--- config.mk ---
export PLATFORM = sky130hd
export DESIGN_NAME = immunit_pipe_flat
export DESIGN_NICKNAME = d
export VERILOG_FILES = /design/src/rtl/immunit_pipe_if.sv /design/src/rtl/immunit_pipe.sv /design/src/flat_wrapper.sv
export SDC_FILE = /design/constraint.sdc
export NUM_CORES = 1
export LEC_CHECK = 0
export CORE_MARGIN = 1
export CORE_UTILIZATION = 40
export CTS_BUF_LIST = sky130_fd_sc_hd__clkbuf_2 sky130_fd_sc_hd__clkbuf_4 sky130_fd_sc_hd__clkbuf_8
export DETAILED_ROUTE_END_ITERATION = 16
export PLACE_DENSITY = 0.68
export SLEW_MARGIN = 25
export SYNTH_ARGS = -nofsm -noshare
export SYNTH_HDL_FRONTEND = slang
export SYNTH_SLANG_ARGS = --single-unit
--- constraint.sdc ---
create_clock -name clk -period 5.4 [get_ports clk]
set_input_delay 0.54 -clock clk [delete_from_list [all_inputs] [get_ports clk]]
set_output_delay 0.54 -clock clk [all_outputs]
set_load 0.02 [all_outputs]
--- src/rtl/immunit_pipe_if.sv ---
// immunit_pipe_if: handshake and data bundle between decode and execute
// around the immediate generator.
//   InValid/InReady/ImmInput/ImmSrc/InTag : input beat (decode -> block)
//   OutValid/OutReady/ImmExt/OutTag/Err   : head result (block -> execute)
// modport slave  : the immediate generator itself
// modport master : the environment (decode producer + execute consumer)
interface immunit_pipe_if #(
  parameter int unsigned XLEN  = 32,
  parameter int unsigned TAG_W = 5
);
  logic             InValid;
  logic             InReady;
  logic [24:0]      ImmInput;
  logic [2:0]       ImmSrc;
  logic [TAG_W-1:0] InTag;
  logic             OutValid;
  logic             OutReady;
  logic [XLEN-1:0]  ImmExt;
  logic [TAG_W-1:0] OutTag;
  logic             Err;

  modport slave (
    input  InValid, ImmInput, ImmSrc, InTag, OutReady,
    output InReady, OutValid, ImmExt, OutTag, Err
  );

  modport master (
    output InValid, ImmInput, ImmSrc, InTag, OutReady,
    input  InReady, OutValid, ImmExt, OutTag, Err
  );
endinterface

--- src/rtl/immunit_pipe.sv ---
// immunit_pipe: registered immediate generator. Decodes instruction bits
// [31:7] into an XLEN-wide immediate and queues {imm, tag, err} in a
// DEPTH-entry FIFO with valid/ready on both sides.
// Ports:
//   clk   : clock, rising edge
//   rst   : synchronous active-high reset (same effect as Flush)
//   Flush : synchronous clear of all queued results
//   Count : current FIFO occupancy
//   bus   : immunit_pipe_if.slave (input beat + head result handshakes)
module immunit_pipe #(
  parameter int unsigned XLEN  = 32,
  parameter int unsigned DEPTH = 2,
  parameter int unsigned TAG_W = 5
) (
  input  logic                       clk,
  input  logic                       rst,
  input  logic                       Flush,
  output logic [$clog2(DEPTH):0]     Count,
  immunit_pipe_if.slave              bus
);
  localparam int unsigned AW = $clog2(DEPTH);
  localparam int unsigned CW = AW + 1;
  localparam int unsigned EW = XLEN + TAG_W + 1;

  typedef enum logic [2:0] {
    SRC_I     = 3'b000,
    SRC_S     = 3'b001,
    SRC_U     = 3'b010,
    SRC_Z     = 3'b011,
    SRC_SHAMT = 3'b100,
    SRC_B     = 3'b101,
    SRC_J     = 3'b110,
    SRC_ILL   = 3'b111
  } immSrc_e;

  logic [XLEN-1:0] decImm;
  logic            decErr;
  logic [24:0]     ii;

  assign ii = bus.ImmInput;

  // Sign extension is done by filling the whole word with the sign bit and
  // then overwriting the low field, which works for any XLEN >= 32.
  always_comb begin
    decImm = '0;
    decErr = 1'b0;
    case (immSrc_e'(bus.ImmSrc))
      SRC_I: begin
        decImm        = {XLEN{ii[24]}};
        decImm[11:0]  = ii[24:13];
      end
      SRC_S: begin
        decImm        = {XLEN{ii[24]}};
        decImm[11:0]  = {ii[24:18], ii[4:0]};
      end
      SRC_U: begin
        decImm        = {XLEN{ii[24]}};
        decImm[31:0]  = {ii[24:5], 12'b0};
      end
      SRC_Z: begin
        decImm[4:0]   = ii[12:8];
      end
      SRC_SHAMT: begin
        if (XLEN == 64) decImm[5:0] = ii[18:13];
        else            decImm[4:0] = ii[17:13];
      end
      SRC_B: begin
        decImm        = {XLEN{ii[24]}};
        decImm[12:0]  = {ii[24], ii[0], ii[23:18], ii[4:1], 1'b0};
      end
      SRC_J: begin
        decImm        = {XLEN{ii[24]}};
        decImm[20:0]  = {ii[24], ii[12:5], ii[13], ii[23:14], 1'b0};
      end
      default: begin
        decImm = '0;
        decErr = 1'b1;
      end
    endcase
  end

  logic [EW-1:0]    mem [DEPTH];
  logic [AW-1:0]    wrPtr;
  logic [AW-1:0]    rdPtr;
  logic [CW-1:0]    count;
  logic             push;
  logic             pop;
  logic [XLEN-1:0]  headImm;
  logic [TAG_W-1:0] headTag;
  logic             headErr;

  assign bus.InReady  = (count < CW'(DEPTH));
  assign bus.OutValid = (count != '0);
  assign push         = bus.InValid && bus.InReady;
  assign pop          = bus.OutValid && bus.OutReady;

  // Storage is not reset; the head outputs are masked while empty instead.
  always_ff @(posedge clk) begin
    if (push && !Flush && !rst) begin
      mem[wrPtr] <= {decImm, bus.InTag, decErr};
    end
  end

  always_ff @(posedge clk) begin
    if (rst || Flush) begin
      wrPtr <= '0;
      rdPtr <= '0;
      count <= '0;
    end else begin
      if (push) wrPtr <= wrPtr + 1'b1;
      if (pop)  rdPtr <= rdPtr + 1'b1;
      case ({push, pop})
        2'b10:   count <= count + 1'b1;
        2'b01:   count <= count - 1'b1;
        default: count <= count;
      endcase
    end
  end

  assign {headImm, headTag, headErr} = mem[rdPtr];

  assign bus.ImmExt = bus.OutValid ? headImm : '0;
  assign bus.OutTag = bus.OutValid ? headTag : '0;
  assign bus.Err    = bus.OutValid ? headErr : 1'b0;
  assign Count      = count;
endmodule

--- src/flat_wrapper.sv ---
// flat-port wrapper written by rule: the top's interface ports become plain ports
module immunit_pipe_flat 
#(
  parameter int unsigned XLEN  = 32,
  parameter int unsigned DEPTH = 2,
  parameter int unsigned TAG_W = 5
)
  (clk, rst, Flush, Count, bus_InValid, bus_ImmInput, bus_ImmSrc, bus_InTag, bus_OutReady, bus_InReady, bus_OutValid, bus_ImmExt, bus_OutTag, bus_Err);
  immunit_pipe_if #(.XLEN(XLEN), .TAG_W(TAG_W)) bus_i ();
  input  logic clk;
  input  logic rst;
  input  logic Flush;
  output logic [$clog2(DEPTH):0] Count;
  input wire logic [$bits(bus_i.InValid)-1:0] bus_InValid;
  input wire logic [$bits(bus_i.ImmInput)-1:0] bus_ImmInput;
  input wire logic [$bits(bus_i.ImmSrc)-1:0] bus_ImmSrc;
  input wire logic [$bits(bus_i.InTag)-1:0] bus_InTag;
  input wire logic [$bits(bus_i.OutReady)-1:0] bus_OutReady;
  output wire logic [$bits(bus_i.InReady)-1:0] bus_InReady;
  output wire logic [$bits(bus_i.OutValid)-1:0] bus_OutValid;
  output wire logic [$bits(bus_i.ImmExt)-1:0] bus_ImmExt;
  output wire logic [$bits(bus_i.OutTag)-1:0] bus_OutTag;
  output wire logic [$bits(bus_i.Err)-1:0] bus_Err;
  assign bus_i.InValid = bus_InValid;
  assign bus_i.ImmInput = bus_ImmInput;
  assign bus_i.ImmSrc = bus_ImmSrc;
  assign bus_i.InTag = bus_InTag;
  assign bus_i.OutReady = bus_OutReady;
  assign bus_InReady = bus_i.InReady;
  assign bus_OutValid = bus_i.OutValid;
  assign bus_ImmExt = bus_i.ImmExt;
  assign bus_OutTag = bus_i.OutTag;
  assign bus_Err = bus_i.Err;
  immunit_pipe #(.XLEN(XLEN), .DEPTH(DEPTH), .TAG_W(TAG_W)) u_core (.clk(clk), .rst(rst), .Flush(Flush), .Count(Count), .bus(bus_i));
endmodule
# Yosys cells after proc, flatten, opt, wreduce, memory -nomap -nowiden

Memory sizes are Yosys's and may differ from the RTL's. A register that Yosys moved wholly into a read port is not among the register bits.
Cells that the tools add are included.

Register bits: 4
Memory bits (writable): 76
Input port bits: 38
Output and inout bits: 42
Word-level logic and storage cells: 41
Memories kept: 1

Memories:

| name       | words | bits a word | read ports | clocked after memory_dff | wr ports | line               | RTL |
|---|---|---|---|---|---|---|---|
| u_core.mem | 2     | 38          | 1          | 1                        | 1        | immunit_pipe.sv:82 | `logic [EW-1:0] mem [DEPTH];` |

Add/sub/neg operators: 4
Magnitude comparators: 1
Equal/unequal tests: 8
Multiplexer cells: 11
Reduce and logical (&&, ||, !) cells: 13

Operator list:

| cell                                               | count |
|---|---|
| one-hot mux 27 bit (4 select lines)                | 1 |
| two-way mux 32 bit                                 | 1 |
| one-hot mux 5 bit (5 select lines)                 | 1 |
| == test 3 bit (second input constant)              | 3 |
| OR reduction 7 bit                                 | 1 |
| == test 3 x 2 -> 1 bit (second input constant)     | 2 |
| two-way mux 1 bit                                  | 6 |
| two-way mux 5 bit                                  | 1 |
| logical AND 1 bit                                  | 4 |
| one-hot mux 2 bit (2 select lines)                 | 1 |
| nonzero test 2 bit                                 | 2 |
| OR reduction 2 bit                                 | 2 |
| == test 3 x 1 -> 1 bit (second input constant)     | 1 |
| zero test 3 bit                                    | 1 |
| adder 1 bit (second input constant)                | 2 |
| adder 2 x 1 -> 2 bit (second input constant)       | 1 |
| == test 2 x 1 -> 1 bit (second input constant)     | 1 |
| == test 2 bit (second input constant)              | 1 |
| zero test 1 bit                                    | 2 |
| less-than comparator 2 bit (second input constant) | 1 |
| subtractor 2 x 1 -> 2 bit (second input constant)  | 1 |
| logical OR 1 bit                                   | 1 |

# Longest topological paths before layout

Depth after elaboration: 6
Mapped depth: 6
Gate-level depth less buffers: 6

# Worst setup path after synthesis

OpenSTA, ideal clock, no wires.

Path type: input-to-reg
Start: in bus_InValid
End: mem u_core.mem[0][0] in the netlist's numbering, enable pin
Library setup time: 0.532 ns
Data arrival time: 4.444 ns
Setup slack: 0.424 ns
Cell stages on the path: 3
Buffers on the path: 0
Path through: nor2b_1 > inv_1 > nor4_1

Cells in the longest elaborated chain, start to end: 5

RTL lines:

| item                                    | line                | RTL |
|---|---|---|
| from (decl)                             | flat_wrapper.sv:14  | `input wire logic [$bits(bus_i.InValid)-1:0] bus_InValid;` |
| logical AND 1 bit                       | immunit_pipe.sv:94  | `assign push = bus.InValid && bus.InReady;` |
| logical AND 1 bit (2 in series)         | immunit_pipe.sv:99  | `if (push && !Flush && !rst) begin` |
| two-way mux 1 bit                       | immunit_pipe.sv:99  |  |
| two-way mux 1 bit (not written as such) | immunit_pipe.sv:100 | `mem[wrPtr] <= {decImm, bus.InTag, decErr};` |
| to (decl)                               | immunit_pipe.sv:82  |  |

Every way passes these cells.

==> reports/results.txt <==
Worst VDD drop - 0.107 mV
Number of antenna violations at the first check in global routing - 0
Setup repair after global routing missed its margin - false
F_max - 0.349 GHz
Die height - 96.4 µm
Synth top area cells - edfxtp_1 (64%), mux2i_1 (12%), nor2_1 (4.7%)
Leakage dissipation - 1.56 nW
Latest clock arrival within the worst-skew pair - 0.34 ns
Number of global-route vias before repair - 2,126
Number of nets in the layout - 386
Quantity of I/O buffers inserted on ports - 79
Overall die width - 96.4 µm
Area growth syn-to-layout - 30.9%
Post-CTS setup buffer count - 0
Final worst clock skew - 0.00486 ns
Global route total overflow - 0
Wirelength per Cell - 16.1 µm
Maximum buffer depth of the clock tree - 2
Area of the die - 0.00929 mm²
Highest net fanout along the worst path - 29
Share of flip-flops with an asynchronous set or reset - 0%
Path class of the lowest-slack min-delay path - reg -> reg
Met3 Routed Length - 530 µm
Critical path capture point type - output port
Status - finished clean
Weighted congestion reported at the end of routability-driven placement - 0.754
Post-route DRC - 0
TritonCTS Sinks - 81
Hold Fails Final Rpt - 0
Number of optimization iterations in the first detailed-route pass - 5
Accumulated negative setup slack - 0 ns
Num ports - 80
WL final - 7.40 mm
Critical Path RT - 4.86 ns
Final period demand of the worst path - 2.87 ns
Total nets after synthesis - 309
Initial Utilization - 41.0%
Total vias in the final route - 2,319
Avg Vias per Cell - 5.04
Site row count - 34
Worst Path Arrival - 2.33 ns
Global-route wire length before repair - 10.9 mm
Detailed route wirelength on metal2 - 3.44 mm
1st-iter DRT viols - 151
Element type at the critical path start - flip-flop
Number of synthesis warnings - 0
Max capacitance violation total - 0
Reg2reg path depth - 2
Resized Gates After CTS - 0
N_diodes - 0
Portion of the post-synthesis area used by sequential elements - 66.9%
Start point of the worst min-delay path - u_core.rdPtr
Cell accounting for the most synthesized area - edfxtp_1
CTS H-tree lvls - 3
Power density over the cells - 296 mW/mm²
Reg-to-Reg End - u_core.mem[1][24]
Number of synthesized flops with an enable pin - 76
Primary flip-flop cell chosen by synthesis mapping - edfxtp_1
Number of buffers inserted by hold repair at cts - 0
Root Buffer - clkbuf_8
GRT Resource Usage Total - 16.5%
Post-synth cell types - 32
Remaining number of nets flagged by the antenna check after routing - 0
Num CTS Buffers - 9
HPWL Detailed - 4.77 mm
Pin count of the biggest net entering global routing - 40
Avg Cell Area, Syn - 13.2 µm²
Max-slew violation total from the final report - 0
Slack of the worst reg-to-reg path - 3.50 ns
Count of state elements after synthesis - 81
Worst Path Class, Setup - reg -> out
Max Used Layer - met4
Hold-critical path depth - 2
TritonCTS clock tree - yes
Top cell type's share of synthesized area - 64.1%
Finished Core Util - 53.7%
Share of layout cells above drive strength 1 - 7.67%
Clock-pin slew on the worst setup and hold paths - 0.08 ns
Synthesized instance count - 270
Relative slew margins - 38.4%
M1 wire length - 3.32 mm
Tcrit/Tclk final - 53.1%
Slew at the pin closest to its max-slew limit - 0.924 ns
Launch instance of the worst register-to-register path - u_core.Count[1]
Synth Cell Area - 0.00356 mm²
Final setup fails - 0
Placeable core region - 0.00868 mm²
sequential cells by signal (all words and copies together) (netlist names), named ones only:
| register | cells |
|---|---|
| u_core.wrPtr | 1 |
| u_core.rdPtr | 1 |
| u_core.Count | 2 |
| u_core.mem | 76 |
power by group:
part | switching [mW] | internal [mW]
registers | 0.00551 | 0.705
clock network | 0.209 | 0.284
logic | 0.0952 | 0.0807
worst max-delay path by stage:
stage | end | cells after the start | startpoint
finish | bus_ImmExt[29] | 4 | flip-flop
floorplan | u_core.mem[0][0] | 3 | bus_InValid
global placement | u_core.mem[1][34] | 3 | bus_InValid
detailed placement | u_core.mem[1][34] | 3 | bus_InValid
CTS | bus_ImmExt[31] | 4 | flip-flop
global route | bus_ImmExt[31] | 4 | flip-flop
cell usage after synthesis (2+ instances only):
cell / count
o21ai_0: 11
buf_4: 5
clkbuf_1: 3
nand2_1: 19
and3_1: 2
inv_1: 5
and2_1: 7
a221o_1: 4
nor3_1: 4
dfxtp_1: 5
xnor2_1: 2
edfxtp_1: 76
buf_2: 7
xor2_1: 2
a21oi_1: 13
nor2b_1: 3
o21ai_1: 2
mux2i_1: 42
nor2_1: 45
routing by layer:
| layer | vias up | global-route usage (%) |
|---|---|---|
| li1 | 1126 | - |
| met1 | 1096 | 22.1 |
| met2 | 89 | 26.1 |
| met3 | 8 | 2.97 |
| met4 | 0 | 7.84 |
| met5 | - | 0 |
per-stage QoR:
stage          instance area [µm²]  power [mW]  std cells  setup slack, ns  hold WS, ns
2_1_floorplan                 3560       0.818        270            0.424        0.520
3_3_place_gp                  4440       0.899        444             2.89        0.548
3_5_place_dp                  4440       0.902        444             2.86        0.546
4_1_cts                       4660        1.39        460             2.50        0.582
5_1_grt                       4660        1.43        460             2.39        0.598
6_report                      4660        1.38        460             2.53        0.582
cell families (layout without fill, tap and decap cells):
logic type / count (synthesis) / after routing / synth area share, %
AO/OA/AOI/OAI: 35 / 35 / 6.18
flip-flops: 81 / 81 / 66.9
buffers and inverters: 21 / 103 / 2.99
XOR/XNOR: 5 / 5 / 1.44
AND/OR/NAND/NOR: 85 / 85 / 10.4
multiplexers: 42 / 42 / 11.8
adder cells (fa/ha/maj): 1 / 1 / 0.351
cells in the final DEF (no fill, tap or decap), types with 3 or more instances in the layout:
| cell type | netlist | layout |
|---|---|---|
| a221o_1 | 4 | 4 |
| nor2_1 | 45 | 44 |
| edfxtp_1 | 76 | 76 |
| nor3_1 | 4 | 4 |
| dfxtp_1 | 5 | 4 |
| nor2b_1 | 3 | 3 |
| clkbuf_8 | 0 | 10 |
| o21ai_0 | 11 | 11 |
| a21oi_1 | 13 | 13 |
| mux2i_1 | 42 | 42 |
| inv_1 | 5 | 5 |
| clkdlybuf4s50_1 | 0 | 79 |
| nand2_1 | 19 | 19 |
| and2_1 | 7 | 7 |
worst max-delay path: stages, from the launching register on:
cell             delay [ns]
dfxtp_2                0.52
buf_4                  0.51
mux2i_1                0.31
nor2_1                 0.06
clkdlybuf4s50_1        0.57
layout make-up:
type | count | area (µm²)
clock buffer | 12 | 153
clock inverter | 4 | 76.3
fill | 778 | 4010
inverter | 6 | 22.5
multi-input combinational | 168 | 1090
sequential | 81 | 2380
tap | 108 | 135
timing repair buffer | 81 | 806
Note: power is estimated with default switching activity, not from simulation.
